==> config.mk <==
export PLATFORM = sky130hd
export DESIGN_NAME = sm83_idu_seq
export DESIGN_NICKNAME = d
export VERILOG_FILES = /design/src/rtl/sm83_idu_seq.sv
export SDC_FILE = /design/constraint.sdc
export NUM_CORES = 1
export LEC_CHECK = 0
export ABC_AREA = 1
export ABC_CLOCK_PERIOD_IN_PS = 1900
export CELL_PAD_IN_SITES_DETAIL_PLACEMENT = 1
export CELL_PAD_IN_SITES_GLOBAL_PLACEMENT = 2
export CORE_MARGIN = 2
export CORE_UTILIZATION = 27
export DETAILED_ROUTE_END_ITERATION = 10
export PLACE_DENSITY = 0.88
export SETUP_SLACK_MARGIN = 0.15
export SLEW_MARGIN = 20
export SYNTH_ARGS = -nofsm -noshare
export SYNTH_HDL_FRONTEND = slang
export SYNTH_SLANG_ARGS = --single-unit
==> constraint.sdc <==
create_clock -name clk -period 1.9 [get_ports clk]
set_input_delay 0.38 -clock clk [delete_from_list [all_inputs] [get_ports clk]]
set_output_delay 0.38 -clock clk [all_outputs]
set_load 0.02 [all_outputs]
==> src/rtl/sm83_idu_seq.sv <==
// SM83 IDU bit-cell sequencer: drives precharge/evaluate/drive strobes to the
// IDU column and produces the behavioural 16-bit inc/dec result with flags.
module sm83_idu_seq #(
    parameter int WIDTH       = 16,
    parameter int PCH_CYCLES  = 1,
    parameter int EVAL_CYCLES = 1
) (
    input  logic             clk,
    input  logic             reset_n,
    input  logic             req,
    output logic             ready,
    input  logic [1:0]       op,
    input  logic [1:0]       dest,
    input  logic [WIDTH-1:0] src,
    output logic             pch_n,
    output logic             aoi_buf_ena,
    output logic             zero_ena,
    output logic             buf_ena_n,
    output logic             drive_a,
    output logic             drive_b,
    output logic [WIDTH-1:0] result,
    output logic             zero,
    output logic             wrap,
    output logic             done
);

    localparam int CNT_MAX = (PCH_CYCLES > EVAL_CYCLES) ? PCH_CYCLES : EVAL_CYCLES;
    localparam int CNT_W   = (CNT_MAX > 1) ? $clog2(CNT_MAX) : 1;
    localparam logic [CNT_W-1:0] PCH_LOAD  = CNT_W'(PCH_CYCLES - 1);
    localparam logic [CNT_W-1:0] EVAL_LOAD = CNT_W'(EVAL_CYCLES - 1);

    typedef enum logic [1:0] {
        S_IDLE  = 2'd0,
        S_PCH   = 2'd1,
        S_EVAL  = 2'd2,
        S_DRIVE = 2'd3
    } state_t;

    state_t             r_state;
    state_t             w_next_state;
    logic [CNT_W-1:0]   r_cnt;
    logic [CNT_W-1:0]   w_next_cnt;
    logic               w_accept;
    logic               w_last_eval;

    logic [1:0]         r_op;
    logic [1:0]         r_dest;
    logic [WIDTH-1:0]   r_src;

    logic               r_ready;
    logic               r_pch_n;
    logic               r_aoi_buf_ena;
    logic               r_zero_ena;
    logic               r_buf_ena_n;
    logic               r_drive_a;
    logic               r_drive_b;
    logic [WIDTH-1:0]   r_result;
    logic               r_zero;
    logic               r_wrap;
    logic               r_done;

    logic [WIDTH-1:0]   w_result;
    logic               w_wrap;

    assign w_accept = (r_state == S_IDLE) && req;

    always_comb begin
        w_next_state = r_state;
        w_next_cnt   = r_cnt;
        w_last_eval  = 1'b0;
        case (r_state)
            S_IDLE: begin
                if (req) begin
                    w_next_state = S_PCH;
                    w_next_cnt   = PCH_LOAD;
                end
            end
            S_PCH: begin
                if (r_cnt == '0) begin
                    w_next_state = S_EVAL;
                    w_next_cnt   = EVAL_LOAD;
                end else begin
                    w_next_cnt = r_cnt - CNT_W'(1);
                end
            end
            S_EVAL: begin
                if (r_cnt == '0) begin
                    w_next_state = S_DRIVE;
                    w_next_cnt   = '0;
                    w_last_eval  = 1'b1;
                end else begin
                    w_next_cnt = r_cnt - CNT_W'(1);
                end
            end
            S_DRIVE: begin
                w_next_state = S_IDLE;
            end
            default: begin
                w_next_state = S_IDLE;
                w_next_cnt   = '0;
            end
        endcase
    end

    always_ff @(posedge clk or negedge reset_n) begin
        if (!reset_n) begin
            r_state <= S_IDLE;
            r_cnt   <= '0;
        end else begin
            r_state <= w_next_state;
            r_cnt   <= w_next_cnt;
        end
    end

    // Operands are frozen at accept so requester-side changes cannot disturb the op in flight.
    always_ff @(posedge clk or negedge reset_n) begin
        if (!reset_n) begin
            r_op   <= 2'b00;
            r_dest <= 2'b00;
            r_src  <= '0;
        end else if (w_accept) begin
            r_op   <= op;
            r_dest <= dest;
            r_src  <= src;
        end
    end

    always_comb begin
        w_result = r_src;
        case (r_op)
            2'b01:   w_result = r_src + WIDTH'(1);
            2'b10:   w_result = r_src - WIDTH'(1);
            default: w_result = r_src;
        endcase
    end

    assign w_wrap = ((r_op == 2'b01) && (&r_src)) ||
                    ((r_op == 2'b10) && (r_src == '0));

    // Strobes are registered from the next state, so each one tracks its state exactly.
    always_ff @(posedge clk or negedge reset_n) begin
        if (!reset_n) begin
            r_ready       <= 1'b1;
            r_pch_n       <= 1'b0;
            r_aoi_buf_ena <= 1'b0;
            r_zero_ena    <= 1'b0;
            r_buf_ena_n   <= 1'b1;
            r_drive_a     <= 1'b0;
            r_drive_b     <= 1'b0;
            r_done        <= 1'b0;
        end else begin
            r_ready       <= (w_next_state == S_IDLE);
            r_pch_n       <= (w_next_state == S_EVAL);
            r_aoi_buf_ena <= (w_next_state == S_EVAL);
            r_zero_ena    <= (w_next_state == S_EVAL);
            r_buf_ena_n   <= (w_next_state != S_DRIVE);
            r_drive_a     <= (w_next_state == S_DRIVE) && r_dest[0];
            r_drive_b     <= (w_next_state == S_DRIVE) && r_dest[1];
            r_done        <= (w_next_state == S_DRIVE);
        end
    end

    always_ff @(posedge clk or negedge reset_n) begin
        if (!reset_n) begin
            r_result <= '0;
            r_zero   <= 1'b0;
            r_wrap   <= 1'b0;
        end else if (w_last_eval) begin
            r_result <= w_result;
            r_zero   <= (w_result == '0);
            r_wrap   <= w_wrap;
        end
    end

    assign ready       = r_ready;
    assign pch_n       = r_pch_n;
    assign aoi_buf_ena = r_aoi_buf_ena;
    assign zero_ena    = r_zero_ena;
    assign buf_ena_n   = r_buf_ena_n;
    assign drive_a     = r_drive_a;
    assign drive_b     = r_drive_b;
    assign result      = r_result;
    assign zero        = r_zero;
    assign wrap        = r_wrap;
    assign done        = r_done;

endmodule
After elaboration in Yosys (flattened, before gate mapping) --
Cells that the tools add are included.
Cells by class: add/sub/neg operators 3, equality and inequality tests 9, mux-type cells 10, reduce and logical (&&, ||, !) cells 14
Operators with widths (number):
- $logic_not A16 Y1 | 2
- $pmux W16 S2 | 1
- $add A16 B1 Y16 const B | 1
- $reduce_and A16 Y1 | 1
- $sub A16 B1 Y16 const B | 1
- $eq A2 B2 Y1 const B | 5
- $pmux W2 S4 | 1
- $mux W2 | 3
- $logic_and A1 B1 Y1 | 5
- $eq A2 B1 Y1 const B | 2
- $logic_not A2 Y1 | 2
- $mux W1 | 4
- $ne A2 B2 Y1 const B | 2
- $pmux W1 S2 | 1
- $reduce_and A2 Y1 | 1
- $reduce_bool A2 Y1 | 1
- $reduce_or A2 Y1 | 1
- $logic_or A1 B1 Y1 | 1
- $sub A1 B1 Y1 const B | 1
Word-level totals: register bits after elaboration 47, logic and storage cells 50

Longest topological paths before layout --
Gate-level depths: netlist (run 1).
depth in word-level cells 4, depth in mapped cells 21, mapped depth without buffers 20

Worst setup path after synthesis (run 1) --
Ideal clock, no wire load.
path kind register -> register, start point reg r_op[0], end point reg r_zero, in the netlist zero, data arrival time 2.032 ns, data required time 1.834 ns, setup slack -0.198 ns, stages on the path, launching flop included 22, buffers on the path 1, cells stage by stage dfrtp_1 -> inv_1 -> ha_1 -> buf_6 -> nand2_1 -> inv_1 -> nor2_1 -> ha_1 -> inv_1 -> nand2_1 -> nand3_1 -> nand2_1 -> nand2_1 -> nand2_1 -> nand2_1 -> nand3_2 -> nand2_1 -> nor2_1 -> nand3_1 -> nor2_1 -> nand3_1 -> nand2_1
On the way: cells in the longest elaborated chain, start to end 3, elaborated cells on any way between the ends 4, classes of those cells eq/ne: 2; mux: 1; reduce/logical: 1
RTL lines:
- from (decl) | RTL line 46 | logic [1:0] r_op;
- from (signal assigned) | RTL line 122 | r_op <= op;
- $eq A2 B2 Y1 / $eq A2 B1 Y1 (equally long branches) | RTL line 130 | case (r_op)
- $pmux W16 S2 * | RTL line 130
- $logic_not A16 Y1 * | RTL line 170 | r_zero <= (w_result == '0);
- to (signal assigned) | RTL line 170
- to (decl) | RTL line 58 | logic r_zero;
Mark *: on every way between the ends. The rest lies on a longest branch, timed or not. A chain may end at the register's enable or synchronous reset.

Worst setup path in the final report (run 1) --
Ends and elaborated chain as after synthesis.

==> key figures, run 1 <==
CTS
  • Clock Root Buffer: clkbuf_8
  • Clk buf depth: 2
  • CTS tree: done
  • CTS clock-pin slew for the worst setup and hold paths: 0.10 ns
  • CTS Hold Bufs: 0
  • CTS Buf Count: 5
  • CTS H-tree depth: 2
  • Clock Latency Late Sink: 0.31 ns
  • Clock sinks: 46

Global route
  • Grt met2 use: 38.0%
  • Largest net degree at the start of global routing: 30
  • Met1 Track Usage GR: 21.3%
  • Vias in the first global route: 3744
  • Initial antenna violation count: 0
  • Gr usage total: 19.4%
  • Global-route layer with the greatest usage: met2
  • Grt total ovfl: 0
  • Met3 Use GR: 3.47%
  • First-pass GRT wire length: 18100 um

Timing
  • Setup TNS: -3.72 ns
  • Worst Skew: 0.00972 ns
  • Minimum clock period after layout: 2.37 ns
  • Final Cycle Share: 125%
  • Worst-Margin Slew: 0.441 ns
  • Final Setup Violations: 13
  • Max-slew violation count: 0
  • Final Hold Vio Count: 12
  • Min setup slack post-route: -0.467 ns
  • Final hold slack: -0.00732 ns
  • Fmax: 422 MHz
  • Max-slew headroom: 70.6%
  • RSZ-0062 raised after global routing: yes

Yosys
  • Cell Area, Synth: 0.00304 mm2
  • Largest family of logic cells by synthesized area: simple AND/OR/NAND/NOR gates
  • Net count after synthesis: 461
  • Top-area cell type share of the netlist area: 36.2%
  • Compound-cell area share of the yosys netlist: 9.30%
  • Post-synth ARST share: 100%
  • Post-Synth XOR/XNOR Area: 1.93%
  • Post-synthesis instance total: 431
  • Area leader, netlist: dfrtp_1
  • Synth unique cells: 37
  • Synth Area in Adders: 2.88%
  • Simple-gate area share of the yosys netlist: 36.9%
  • Top cells by count, synth: 130 x nand2_1, 51 x nor2_1, 44 x dfrtp_1
  • Post-synthesis sequential area ratio: 38.0%
  • Seq cells post-synth: 46
  • Ys Warns: 0
  • Count leader, synth: nand2_1
  • Synth Flop Type: dfrtp_1
  • Post-synth EDFFs: 0
  • Main area contributors after synthesis: dfrtp_1 36%, nand2_1 16%, nor2_1 6.3%, nand3_1 5.8%, inv_1 5.2%
  • Mux share of post-synthesis cell area: 1.85%
  • Syn Area/Cell: 7.05 um2

Place
  • Global placer's final weighted congestion: 0.915
  • Worst slack, placed: -0.357 ns
  • Final HPWL from detailed placement: 8200 um
  • Post-placement cell count: 669
  • IO Port Bufs: 48

Detailed routing
  • Initial DRC Count: 118
  • Residual DRC: 0
  • Post-route ant nets: 0
  • Detailed Route WL: 12700 um
  • Drt pass-1 iters: 4
  • Routed WL per cell: 18.1 um
  • Vias/cell: 5.01
  • DR vias: 3498

Critical path
  • Data required, critical path: 2.16 ns
  • WS Path Type: reg -> reg
  • CP Launch Type: flip-flop
  • CP arrival: 2.62 ns
  • RR Startpoint: r_op[0]
  • Crit end category: flip-flop
  • Worst-path fanout max: 6
  • CP startpoint: r_op[0]

Cells and area
  • Nets: 587
  • Footprint of the multi-input gates: 0.00222 mm2
  • Share of layout cells above drive strength 1: 41.4%
  • Antenna Cells: 0
  • Filler Cells Inserted: 1294
  • Cell Count, Final, Fillers Out: 698
  • Register area: 0.00115 mm2
  • Area growth syn-to-layout: 68.8%
  • Final Util: 47.1%

Worst hold path
  • Hold Path Class: in -> async

Floorplanning
  • Core Box Area: 0.0109 mm2
  • Die width: 110 um
  • Die height: 110 um
  • Die area: 0.0121 mm2
  • Initial Util: 27.9%
  • I/O Pins: 49
  • Rows: 38

Job
  • Max cap viols: 0

Status
  • Violated checks: negative hold slack, negative setup slack
  • Status: complete, but fails checks
## layer usage
metal / vias up / routed length (um)
met5: - / 0
met1: 1757 / 4850
met4: 0 / 375
met2: 80 / 7000
met3: 31 / 441
li1: 1630 / -
## per-stage QoR
step / cell area [um2] / hold WS [ns]
floorplan: 3080 / 0.0844
global placement: 4170 / 0.348
detailed placement: 4170 / 0.353
CTS: 4680 / 0.0134
global route: 5130 / 0.0190
finish: 5130 / -0.00732
## layout make-up
| cell class | count | area share, % |
|---|---|---|
| timing repair buffer | 134 | 24.9 |
| clock buffer | 5 | 1.34 |
| multi-input combinational | 324 | 43.2 |
| clock inverter | 3 | 0.853 |
| tap | 140 | 3.41 |
| inverter | 45 | 3.63 |
| timing repair inverter | 1 | 0.171 |
| sequential | 46 | 22.5 |
## worst max-delay path, cell delays in order, from the launching register on
cell and delay, ns:
dfrtp_1 0.40, inv_2 0.10, ha_4 0.25, buf_12 0.14, nand2_1 0.13, nand2_8 0.14
nand2_4 0.08, nor2_4 0.13, nand2_2 0.10, nand2_2 0.12, nand2_1 0.08, nand3_1 0.09
nand3_2 0.14, nand2_2 0.12, nand2_1 0.06, nor2_1 0.08, nand3_1 0.08, nand2_1 0.07
## cell usage in the layout (no fill, tap or decap), types with 2 or more instances in the layout
cell type	count
a31oi_4	4
inv_6	3
nand3_4	5
mux2_2	5
clkbuf_8	5
nor2_1	35
buf_4	61
dlygate4sd2_1	2
nand3b_1	2
a31oi_1	4
clkdlybuf4s50_1	45
nand2_1	95
nor4_1	2
o21ai_0	6
buf_6	18
ha_4	2
ha_1	5
a21oi_2	6
dfstp_2	2
nor2_2	10
buf_12	6
nand2_2	29
o21ai_2	3
inv_1	33
nor2_4	14
nand3_1	18
nand4_1	7
nand2_4	17
inv_2	9
a21oi_1	17
nand3_2	15
o21ai_1	6
xor2_2	3
xor2_1	2
nand2_8	3
dfrtp_1	44
## state kept, by name, summed over array words and instances, names as in the netlist
name / cells
done: 1
wrap: 1
result: 16
drive_a: 1
zero_ena: 1
r_state: 2
ready: 1
r_src: 16
buf_ena_n: 1
r_op: 2
r_dest: 2
drive_b: 1
zero: 1
## worst paths after layout
check / to / slack (ns) / cells past startpoint
worst max-delay path: zero / -0.47 / 17
worst min-delay path: r_op[1] / -0.007 / 1
worst max register to register: zero / -0.47 / 17
worst min register to register: drive_a / 0.48 / 2
max in group asynchronous: buf_ena_n / 1.32 / 2
min in group clk: drive_a / 0.48 / 2
## cell families after synthesis
group | after synthesis
DFF | 46
AOI/OAI and AO/OA | 52
xor gates and xnor gates | 5
muxes | 5
buffers and inverters | 61
adders and majority gates | 7
and+or+nand+nor | 255
## what timing repair did
action,CTS,global route
pin swaps,31,36
resized for setup,81,84
buffers inserted,13,6
gates cloned,0,2
setup endpoints to repair,18,17
Power of run 1 is left out: the tool's default activity adds up to more than one toggle a clock period on the data nets, which glitch-free logic cannot reach.
==> run 2: changes to the inputs <==
Settings changed: CTS_CLUSTER_SIZE from default to 16.
==> results of run 2 <==
Same layout as run 1: the final DEF is identical, and so are final timing and power.
Power of run 2 is left out for the same reason.
